<file path="config.mk">
export PLATFORM = sky130hd
export DESIGN_NAME = apb_slave_mem_flat
export DESIGN_NICKNAME = d
export VERILOG_FILES = /design/src/rtl/apb_global_pkg.sv /design/src/rtl/apb_slave_mem_pkg.sv /design/src/rtl/apb_slave_mem_if.sv /design/src/rtl/apb_slave_mem_array.sv /design/src/rtl/apb_slave_mem.sv /design/src/flat_wrapper.sv
export SDC_FILE = /design/constraint.sdc
export NUM_CORES = 2
export LEC_CHECK = 0
export ABC_AREA = 0
export CAP_MARGIN = 40
export CORE_UTILIZATION = 54
export DETAILED_ROUTE_END_ITERATION = 6
export GPL_TIMING_DRIVEN = 0
export PLACE_DENSITY_LB_ADDON = 0.3
export SETUP_SLACK_MARGIN = 0.02
export SLEW_MARGIN = 20
export SYNTH_ARGS = -nofsm -noshare
export SYNTH_HDL_FRONTEND = slang
export SYNTH_SLANG_ARGS = --single-unit
</file>
<file path="constraint.sdc">
create_clock -name pclk -period 3.79 [get_ports pclk]
set_clock_uncertainty 0.1 [all_clocks]
set_input_delay 1.137 -clock pclk [delete_from_list [all_inputs] [get_ports pclk]]
set_output_delay 1.137 -clock pclk [all_outputs]
set_load 0.02 [all_outputs]
</file>
<file path="src/rtl/apb_global_pkg.sv">
// Shared APB widths, state/response encodings and protocol limits.
package apb_global_pkg;

  localparam int unsigned ADDRESS_WIDTH   = 32;
  localparam int unsigned DATA_WIDTH      = 32;
  localparam int unsigned STRB_WIDTH      = DATA_WIDTH / 8;
  localparam int unsigned MAX_WAIT_STATES = 15;

  typedef enum logic [1:0] {
    IDLE   = 2'd0,
    SETUP  = 2'd1,
    ACCESS = 2'd2
  } apb_fsm_state_e;

  typedef enum logic {
    SLV_OKAY  = 1'b0,
    SLV_ERROR = 1'b1
  } slave_error_e;

  typedef enum logic {
    TX_READ  = 1'b0,
    TX_WRITE = 1'b1
  } tx_type_e;

  typedef enum logic [2:0] {
    PROT_NORMAL_SECURE_DATA       = 3'b000,
    PROT_PRIV_SECURE_DATA         = 3'b001,
    PROT_NORMAL_NONSECURE_DATA    = 3'b010,
    PROT_PRIV_NONSECURE_DATA      = 3'b011,
    PROT_NORMAL_SECURE_INSTR      = 3'b100,
    PROT_PRIV_SECURE_INSTR        = 3'b101,
    PROT_NORMAL_NONSECURE_INSTR   = 3'b110,
    PROT_PRIV_NONSECURE_INSTR     = 3'b111
  } protection_type_e;

endpackage

</file>
<file path="src/rtl/apb_slave_mem_pkg.sv">
// Local constants and helpers for the APB memory completer.
package apb_slave_mem_pkg;
  import apb_global_pkg::*;

  localparam int unsigned WAIT_W = $clog2(MAX_WAIT_STATES + 1);

  function automatic int unsigned mem_idx_width(input int unsigned depth);
    return (depth > 1) ? $clog2(depth) : 1;
  endfunction

endpackage

</file>
<file path="src/rtl/apb_slave_mem_if.sv">
// APB4 bus bundle between a requester (master) and completer (slave).
interface apb_slave_mem_if;
  import apb_global_pkg::*;

  logic                     psel;
  logic                     penable;
  logic                     pwrite;
  logic [ADDRESS_WIDTH-1:0] paddr;
  logic [DATA_WIDTH-1:0]    pwdata;
  logic [STRB_WIDTH-1:0]    pstrb;
  logic [2:0]               pprot;
  logic                     pready;
  logic [DATA_WIDTH-1:0]    prdata;
  logic                     pslverr;

  modport master (
    output psel, penable, pwrite, paddr, pwdata, pstrb, pprot,
    input  pready, prdata, pslverr
  );

  modport slave (
    input  psel, penable, pwrite, paddr, pwdata, pstrb, pprot,
    output pready, prdata, pslverr
  );

endinterface

</file>
<file path="src/rtl/apb_slave_mem_array.sv">
// Word storage with byte-strobe synchronous write, combinational read, synchronous clear.
module apb_slave_mem_array #(
  parameter int unsigned DATA_WIDTH = 32,
  parameter int unsigned MEM_DEPTH  = 64,
  parameter int unsigned IDX_W      = 6
) (
  input  logic                    clk,
  input  logic                    rst_n,
  input  logic                    i_we,
  input  logic [IDX_W-1:0]        i_widx,
  input  logic [DATA_WIDTH-1:0]   i_wdata,
  input  logic [DATA_WIDTH/8-1:0] i_strb,
  input  logic [IDX_W-1:0]        i_ridx,
  output logic [DATA_WIDTH-1:0]   o_rdata_c
);

  localparam int unsigned SW = DATA_WIDTH / 8;

  logic [DATA_WIDTH-1:0] r_mem [MEM_DEPTH];

  always_ff @(posedge clk) begin
    if (!rst_n) begin
      for (int i = 0; i < MEM_DEPTH; i++) r_mem[i] <= '0;
    end else if (i_we) begin
      for (int b = 0; b < SW; b++) begin
        if (i_strb[b]) r_mem[i_widx][8*b +: 8] <= i_wdata[8*b +: 8];
      end
    end
  end

  assign o_rdata_c = r_mem[i_ridx];

endmodule

</file>
<file path="src/rtl/apb_slave_mem.sv">
// APB4 completer: word memory, programmable wait states, range/alignment errors.
// Define APB_SLAVE_MEM_PROT_CHECK_EN to reject nonsecure writes to the upper half.
module apb_slave_mem #(
  parameter int unsigned               ADDRESS_WIDTH = apb_global_pkg::ADDRESS_WIDTH,
  parameter int unsigned               DATA_WIDTH    = apb_global_pkg::DATA_WIDTH,
  parameter int unsigned               MEM_DEPTH     = 64,
  parameter logic [ADDRESS_WIDTH-1:0]  BASE_ADDR     = '0
) (
  input  logic                           pclk,
  input  logic                           preset_n,
  input  logic [apb_slave_mem_pkg::WAIT_W-1:0] cfg_wait_states,
  apb_slave_mem_if.slave                 bus
);
  import apb_global_pkg::*;
  import apb_slave_mem_pkg::*;

  localparam int unsigned SW    = DATA_WIDTH / 8;
  localparam int unsigned IDX_W = mem_idx_width(MEM_DEPTH);
  localparam logic [ADDRESS_WIDTH-1:0] SPAN = ADDRESS_WIDTH'(MEM_DEPTH * SW);

  apb_fsm_state_e          r_state, w_state_nxt, w_phase;
  logic                    r_pready, w_pready_nxt;
  logic [DATA_WIDTH-1:0]   r_prdata, w_prdata_nxt;
  logic                    r_pslverr, w_pslverr_nxt;
  logic [WAIT_W-1:0]       r_wait, w_wait_nxt;
  tx_type_e                r_tx, w_tx_nxt;
  slave_error_e            r_err, w_err_nxt;
  logic [IDX_W-1:0]        r_idx, w_idx_nxt;
  logic [DATA_WIDTH-1:0]   r_wdata, w_wdata_nxt;
  logic [SW-1:0]           r_strb, w_strb_nxt;

  logic [ADDRESS_WIDTH-1:0] w_offset;
  logic [IDX_W-1:0]         w_addr_idx;
  slave_error_e             w_addr_err;
  logic                     w_we;
  logic [IDX_W-1:0]         w_rd_idx;
  logic [DATA_WIDTH-1:0]    w_rd_word;

  // Address decode; range is checked before the offset is trusted as an index.
  always_comb begin
    w_offset   = bus.paddr - BASE_ADDR;
    w_addr_idx = IDX_W'(w_offset / ADDRESS_WIDTH'(SW));
    w_addr_err = SLV_OKAY;
    if ((bus.paddr < BASE_ADDR) || (w_offset >= SPAN) ||
        ((bus.paddr % ADDRESS_WIDTH'(SW)) != '0))
      w_addr_err = SLV_ERROR;
`ifdef APB_SLAVE_MEM_PROT_CHECK_EN
    if (bus.pwrite && bus.pprot[1] && (w_addr_idx >= IDX_W'(MEM_DEPTH / 2)))
      w_addr_err = SLV_ERROR;
`endif
  end

  // A SETUP is recognised from the bus itself, so it can follow a completion or pre-empt an ACCESS.
  always_comb begin
    w_phase       = IDLE;
    w_state_nxt   = IDLE;
    w_pready_nxt  = 1'b0;
    w_prdata_nxt  = '0;
    w_pslverr_nxt = 1'b0;
    w_wait_nxt    = r_wait;
    w_tx_nxt      = r_tx;
    w_err_nxt     = r_err;
    w_idx_nxt     = r_idx;
    w_wdata_nxt   = r_wdata;
    w_strb_nxt    = r_strb;
    w_we          = 1'b0;

    if (bus.psel && !bus.penable)            w_phase = SETUP;
    else if ((r_state == ACCESS) && bus.psel) w_phase = ACCESS;

    w_rd_idx = (w_phase == SETUP) ? w_addr_idx : r_idx;

    case (w_phase)
      SETUP: begin
        w_state_nxt = ACCESS;
        w_tx_nxt    = tx_type_e'(bus.pwrite);
        w_err_nxt   = w_addr_err;
        w_idx_nxt   = w_addr_idx;
        w_wdata_nxt = bus.pwdata;
        w_strb_nxt  = bus.pstrb;
        if (cfg_wait_states == '0) begin
          w_pready_nxt  = 1'b1;
          w_pslverr_nxt = (w_addr_err == SLV_ERROR);
          if (!bus.pwrite && (w_addr_err == SLV_OKAY)) w_prdata_nxt = w_rd_word;
        end else begin
          w_wait_nxt = cfg_wait_states - WAIT_W'(1);
        end
      end
      ACCESS: begin
        w_state_nxt = ACCESS;
        if (r_pready) begin
          w_state_nxt = IDLE;
          w_we        = (r_tx == TX_WRITE) && (r_err == SLV_OKAY);
        end else if (r_wait == '0) begin
          w_pready_nxt  = 1'b1;
          w_pslverr_nxt = (r_err == SLV_ERROR);
          if ((r_tx == TX_READ) && (r_err == SLV_OKAY)) w_prdata_nxt = w_rd_word;
        end else begin
          w_wait_nxt = r_wait - WAIT_W'(1);
        end
      end
      default: ;
    endcase
  end

  always_ff @(posedge pclk) begin
    if (!preset_n) begin
      r_state   <= IDLE;
      r_pready  <= 1'b0;
      r_prdata  <= '0;
      r_pslverr <= 1'b0;
      r_wait    <= '0;
      r_tx      <= TX_READ;
      r_err     <= SLV_OKAY;
      r_idx     <= '0;
      r_wdata   <= '0;
      r_strb    <= '0;
    end else begin
      r_state   <= w_state_nxt;
      r_pready  <= w_pready_nxt;
      r_prdata  <= w_prdata_nxt;
      r_pslverr <= w_pslverr_nxt;
      r_wait    <= w_wait_nxt;
      r_tx      <= w_tx_nxt;
      r_err     <= w_err_nxt;
      r_idx     <= w_idx_nxt;
      r_wdata   <= w_wdata_nxt;
      r_strb    <= w_strb_nxt;
    end
  end

  apb_slave_mem_array #(
    .DATA_WIDTH (DATA_WIDTH),
    .MEM_DEPTH  (MEM_DEPTH),
    .IDX_W      (IDX_W)
  ) u_array (
    .clk       (pclk),
    .rst_n     (preset_n),
    .i_we      (w_we),
    .i_widx    (r_idx),
    .i_wdata   (r_wdata),
    .i_strb    (r_strb),
    .i_ridx    (w_rd_idx),
    .o_rdata_c (w_rd_word)
  );

  assign bus.pready  = r_pready;
  assign bus.prdata  = r_prdata;
  assign bus.pslverr = r_pslverr;

endmodule

</file>
<file path="src/flat_wrapper.sv">
// flat-port wrapper written by rule: the top's interface ports become plain ports
module apb_slave_mem_flat import apb_global_pkg::*; import apb_slave_mem_pkg::*;
#(
  parameter int unsigned               ADDRESS_WIDTH = apb_global_pkg::ADDRESS_WIDTH,
  parameter int unsigned               DATA_WIDTH    = apb_global_pkg::DATA_WIDTH,
  parameter int unsigned               MEM_DEPTH     = 64,
  parameter logic [ADDRESS_WIDTH-1:0]  BASE_ADDR     = '0
)
  (pclk, preset_n, cfg_wait_states, bus_psel, bus_penable, bus_pwrite, bus_paddr, bus_pwdata, bus_pstrb, bus_pprot, bus_pready, bus_prdata, bus_pslverr);
  apb_slave_mem_if bus_i ();
  input  logic pclk;
  input  logic preset_n;
  input  logic [apb_slave_mem_pkg::WAIT_W-1:0] cfg_wait_states;
  input wire logic [$bits(bus_i.psel)-1:0] bus_psel;
  input wire logic [$bits(bus_i.penable)-1:0] bus_penable;
  input wire logic [$bits(bus_i.pwrite)-1:0] bus_pwrite;
  input wire logic [$bits(bus_i.paddr)-1:0] bus_paddr;
  input wire logic [$bits(bus_i.pwdata)-1:0] bus_pwdata;
  input wire logic [$bits(bus_i.pstrb)-1:0] bus_pstrb;
  input wire logic [$bits(bus_i.pprot)-1:0] bus_pprot;
  output wire logic [$bits(bus_i.pready)-1:0] bus_pready;
  output wire logic [$bits(bus_i.prdata)-1:0] bus_prdata;
  output wire logic [$bits(bus_i.pslverr)-1:0] bus_pslverr;
  assign bus_i.psel = bus_psel;
  assign bus_i.penable = bus_penable;
  assign bus_i.pwrite = bus_pwrite;
  assign bus_i.paddr = bus_paddr;
  assign bus_i.pwdata = bus_pwdata;
  assign bus_i.pstrb = bus_pstrb;
  assign bus_i.pprot = bus_pprot;
  assign bus_pready = bus_i.pready;
  assign bus_prdata = bus_i.prdata;
  assign bus_pslverr = bus_i.pslverr;
  apb_slave_mem #(.ADDRESS_WIDTH(ADDRESS_WIDTH), .DATA_WIDTH(DATA_WIDTH), .MEM_DEPTH(MEM_DEPTH), .BASE_ADDR(BASE_ADDR)) u_core (.pclk(pclk), .preset_n(preset_n), .cfg_wait_states(cfg_wait_states), .bus(bus_i));
endmodule
</file>
==> impl_metrics.json <==
{
  "status": "finished with violations",
  "violations": "DRC, setup timing",
  "final_area_sq_mm": 0.113,
  "synth_cells": 8136,
  "max_freq_ghz": 0.249,
  "p_leak_nw": 40.7,
  "dp_hpwl_mm": 308,
  "layout_commonest_cell": "and2_1",
  "arrival_ns": 4.70,
  "clockBufferDepth": 3,
  "grt.overflow.total": 0,
  "synth-seq-area-share": 0.647,
  "critPathRequiredTime_ns": 4.47,
  "dp.cells": 10859,
  "worstMarginPinSlew_ns": 1.03,
  "root_buffer": "clkbuf_16",
  "die_h_microns": 427,
  "setup_slack_ns": -0.222,
  "drc": 2,
  "hold_violations": 0,
  "drtPass1Iterations": 7,
  "vias": 75074,
  "finalCritPeriodShare": 1.06,
  "clock_latency_ns": 0.89,
  "path_class": "primary input to flip-flop",
  "routed_wirelength_mm": 411,
  "holdWs_ns": 0.364,
  "wl_per_cell_microns": 36.2,
  "ctsHoldBuffers": 0,
  "cp_max_fo": 10,
  "numClockSinks": 2131,
  "synth.top_cell.area_share": 0.630,
  "pin_count": 114,
  "die_area_sq_mm": 0.183,
  "fin_util": 0.633,
  "clk_pin_slew_ns": 0.06,
  "io_buffer_count": 109,
  "antenna_found_initial": 33,
  "ys_ff_latch": 2131,
  "yosysWarningCount": 0,
  "ir_drop_uv": 472,
  "final_layout_size_suffix_gt1_frac": 0.131,
  "hold_path.class": "flip-flop to flip-flop",
  "syn_avg_cell_area_sq_um": 12.0,
  "synth_ff_type": "edfxtp_1",
  "fin_nets": 8870,
  "synth_edf_count": 2048,
  "syn_area_sq_mm": 0.0977,
  "crit_path_end_kind": "flip-flop",
  "finalMaxSlewViolations": 0,
  "stdcell_count": 11348,
  "startpoint_type": "primary input",
  "synth.area.top_cells": "edfxtp_1 63%, and2_1 13%, nand2_1 4.9%",
  "grt_pass1_vias": 70155,
  "setup_tns_ns": -1.23,
  "cts_buffers": 216,
  "grt_pass1_wl_mm": 549,
  "synth_nets": 8217,
  "viasPerCell": 6.62,
  "synth_top_cell_by_area": "edfxtp_1",
  "grt_setup_unrepaired": "true",
  "htreeDepth": 4,
  "slew_headroom": 0.312,
  "power_density_mw_per_mm2": 476,
  "gp_congestion": 1.08,
  "final_antenna_net_count": 0,
  "final_cell_mix": "2052 x and2_1, 2048 x edfxtp_1, 1260 x nand2_1, 400 x clkbuf_1, 377 x nand3_1",
  "cap_violations": 0,
  "grt_use_total": 0.447,
  "core_sq_mm": 0.179,
  "postSynth.asyncResetShare": 0,
  "rows": 155,
  "finalSetupViolations": 21,
  "grt_max_degree": 17,
  "start_util": 0.546,
  "die_x_microns": 427,
  "post-route-min-period_ns": 4.01,
  "placed_area_sq_mm": 0.104,
  "first_iter_violations": 14444,
  "n_fill_cell": 13801,
  "area_growth_syn_to_layout_pct": 16.0,
  "synth_cell_type_count": 57,
  "cts_tree": "yes"
}
## logic make-up after synthesis
logic type	Yosys count	share of synthesized area
flops	2131	0.647
mux	268	0.0464
fa+ha+maj	1	0.000128
buf+inv	650	0.0270
simple gates	4196	0.223
compound gates	890	0.0570
## state kept, by name (all words and copies together), names as in the netlist
| name | flops |
|---|---|
| u_core.r_wdata | 32 |
| u_core.bus.prdata | 32 |
| u_core.r_idx | 6 |
| u_core.bus.pready | 1 |
| u_core.bus.pslverr | 1 |
| u_core.r_wait | 4 |
| u_core.u_array.r_mem | 2048 |
| u_core.r_state | 1 |
| u_core.r_tx | 1 |
| u_core.r_err | 1 |
| u_core.r_strb | 4 |
## per-layer routing
metal / wire length [microns] / GRT usage
met1: 137000 / 0.549
met2: 173000 / 0.640
met3: 63700 / 0.167
met4: 37300 / 0.341
met5: 442 / 0
## through the flow
| stage | power, W | setup WS [ns] |
|---|---|---|
| floorplan | 0.0294 | 0.214 |
| global placement | 0.0319 | -3.53 |
| detailed placement | 0.0323 | -3.07 |
| CTS | 0.0533 | 0.0356 |
| global route | 0.0545 | 0.0114 |
| finish | 0.0540 | -0.222 |
## report_power, final
part	leakage, nW	internal [W]	switching, W	total, W
combinational	15.5	0.00147	0.00428	0.00576
clock	3.36	0.0120	0.00948	0.0215
sequential	21.8	0.0265	0.000256	0.0267
## worst paths after layout
| path | startpoint | to | cells past startpoint | slack (ns) |
|---|---|---|---|---|
| worst min register to register | u_core.r_strb[3]$_SDFFE_PN0P_ | u_core.r_strb[3]$_SDFFE_PN0P_ | 2 | 0.36 |
| worst min-delay path | u_core.r_strb[3]$_SDFFE_PN0P_ | u_core.r_strb[3]$_SDFFE_PN0P_ | 2 | 0.36 |
| worst max-delay path | bus_paddr[4] | u_core.bus.prdata[17]$_SDFF_PN0_ | 10 | -0.22 |
| worst max register to register | u_core.r_idx[2]$_SDFF_PN0_ | u_core.bus.prdata[21]$_SDFF_PN0_ | 9 | -0.10 |
## final cells by class
class                           instances  area, sq um  share of cell area
Antenna cell                           23         57.6            0.000508
Buffer                                641         3460              0.0305
Clock buffer                          271         5700              0.0504
Clock inverter                        128         1170              0.0104
Inverter                                9         37.5            0.000331
Multi-Input combinational cell       5355        32600               0.288
Sequential cell                      2131        63200               0.558
Tap cell                             2355         2950              0.0260
Timing Repair Buffer                  435         4130              0.0364
## worst max-delay path, stage by stage
cell and delay, ns:
clkdlybuf4s50_1 0.71, mux2_2 0.23, buf_4 0.30, buf_4 0.47, clkbuf_4 0.52, nand2_1 0.11
nand3_1 0.11, nand4_1 0.20, a21oi_2 0.49, a311o_2 0.36
## cell usage after synthesis (4+ instances only)
master and number:
a32oi_1 104, a32o_1 27, inv_1 9, edfxtp_1 2048, a31oi_1 77, nor4_1 13
a311o_1 23, nor3b_1 4, nand3_1 383, a221oi_1 10, a221o_1 5, a211oi_1 8
buf_6 8, a22oi_1 78, dfxtp_1 83, and3b_1 4, buf_2 89, nor2_1 334
nor3_1 26, a21oi_1 221, mux2i_1 116, mux4_2 146, nand4_1 95, buf_4 8
clkbuf_1 479, and2_1 2052, o22ai_1 30, nand2_1 1265, mux2_2 4, buf_1 57
o21ai_0 290
## timing repair
item,in CTS,in global routing
setup endpoints to repair,2854,531
setup buffers,8,0
resized for setup,395,55
pin swaps,7,1
No activity file was read; power rests on OpenSTA's default activity.
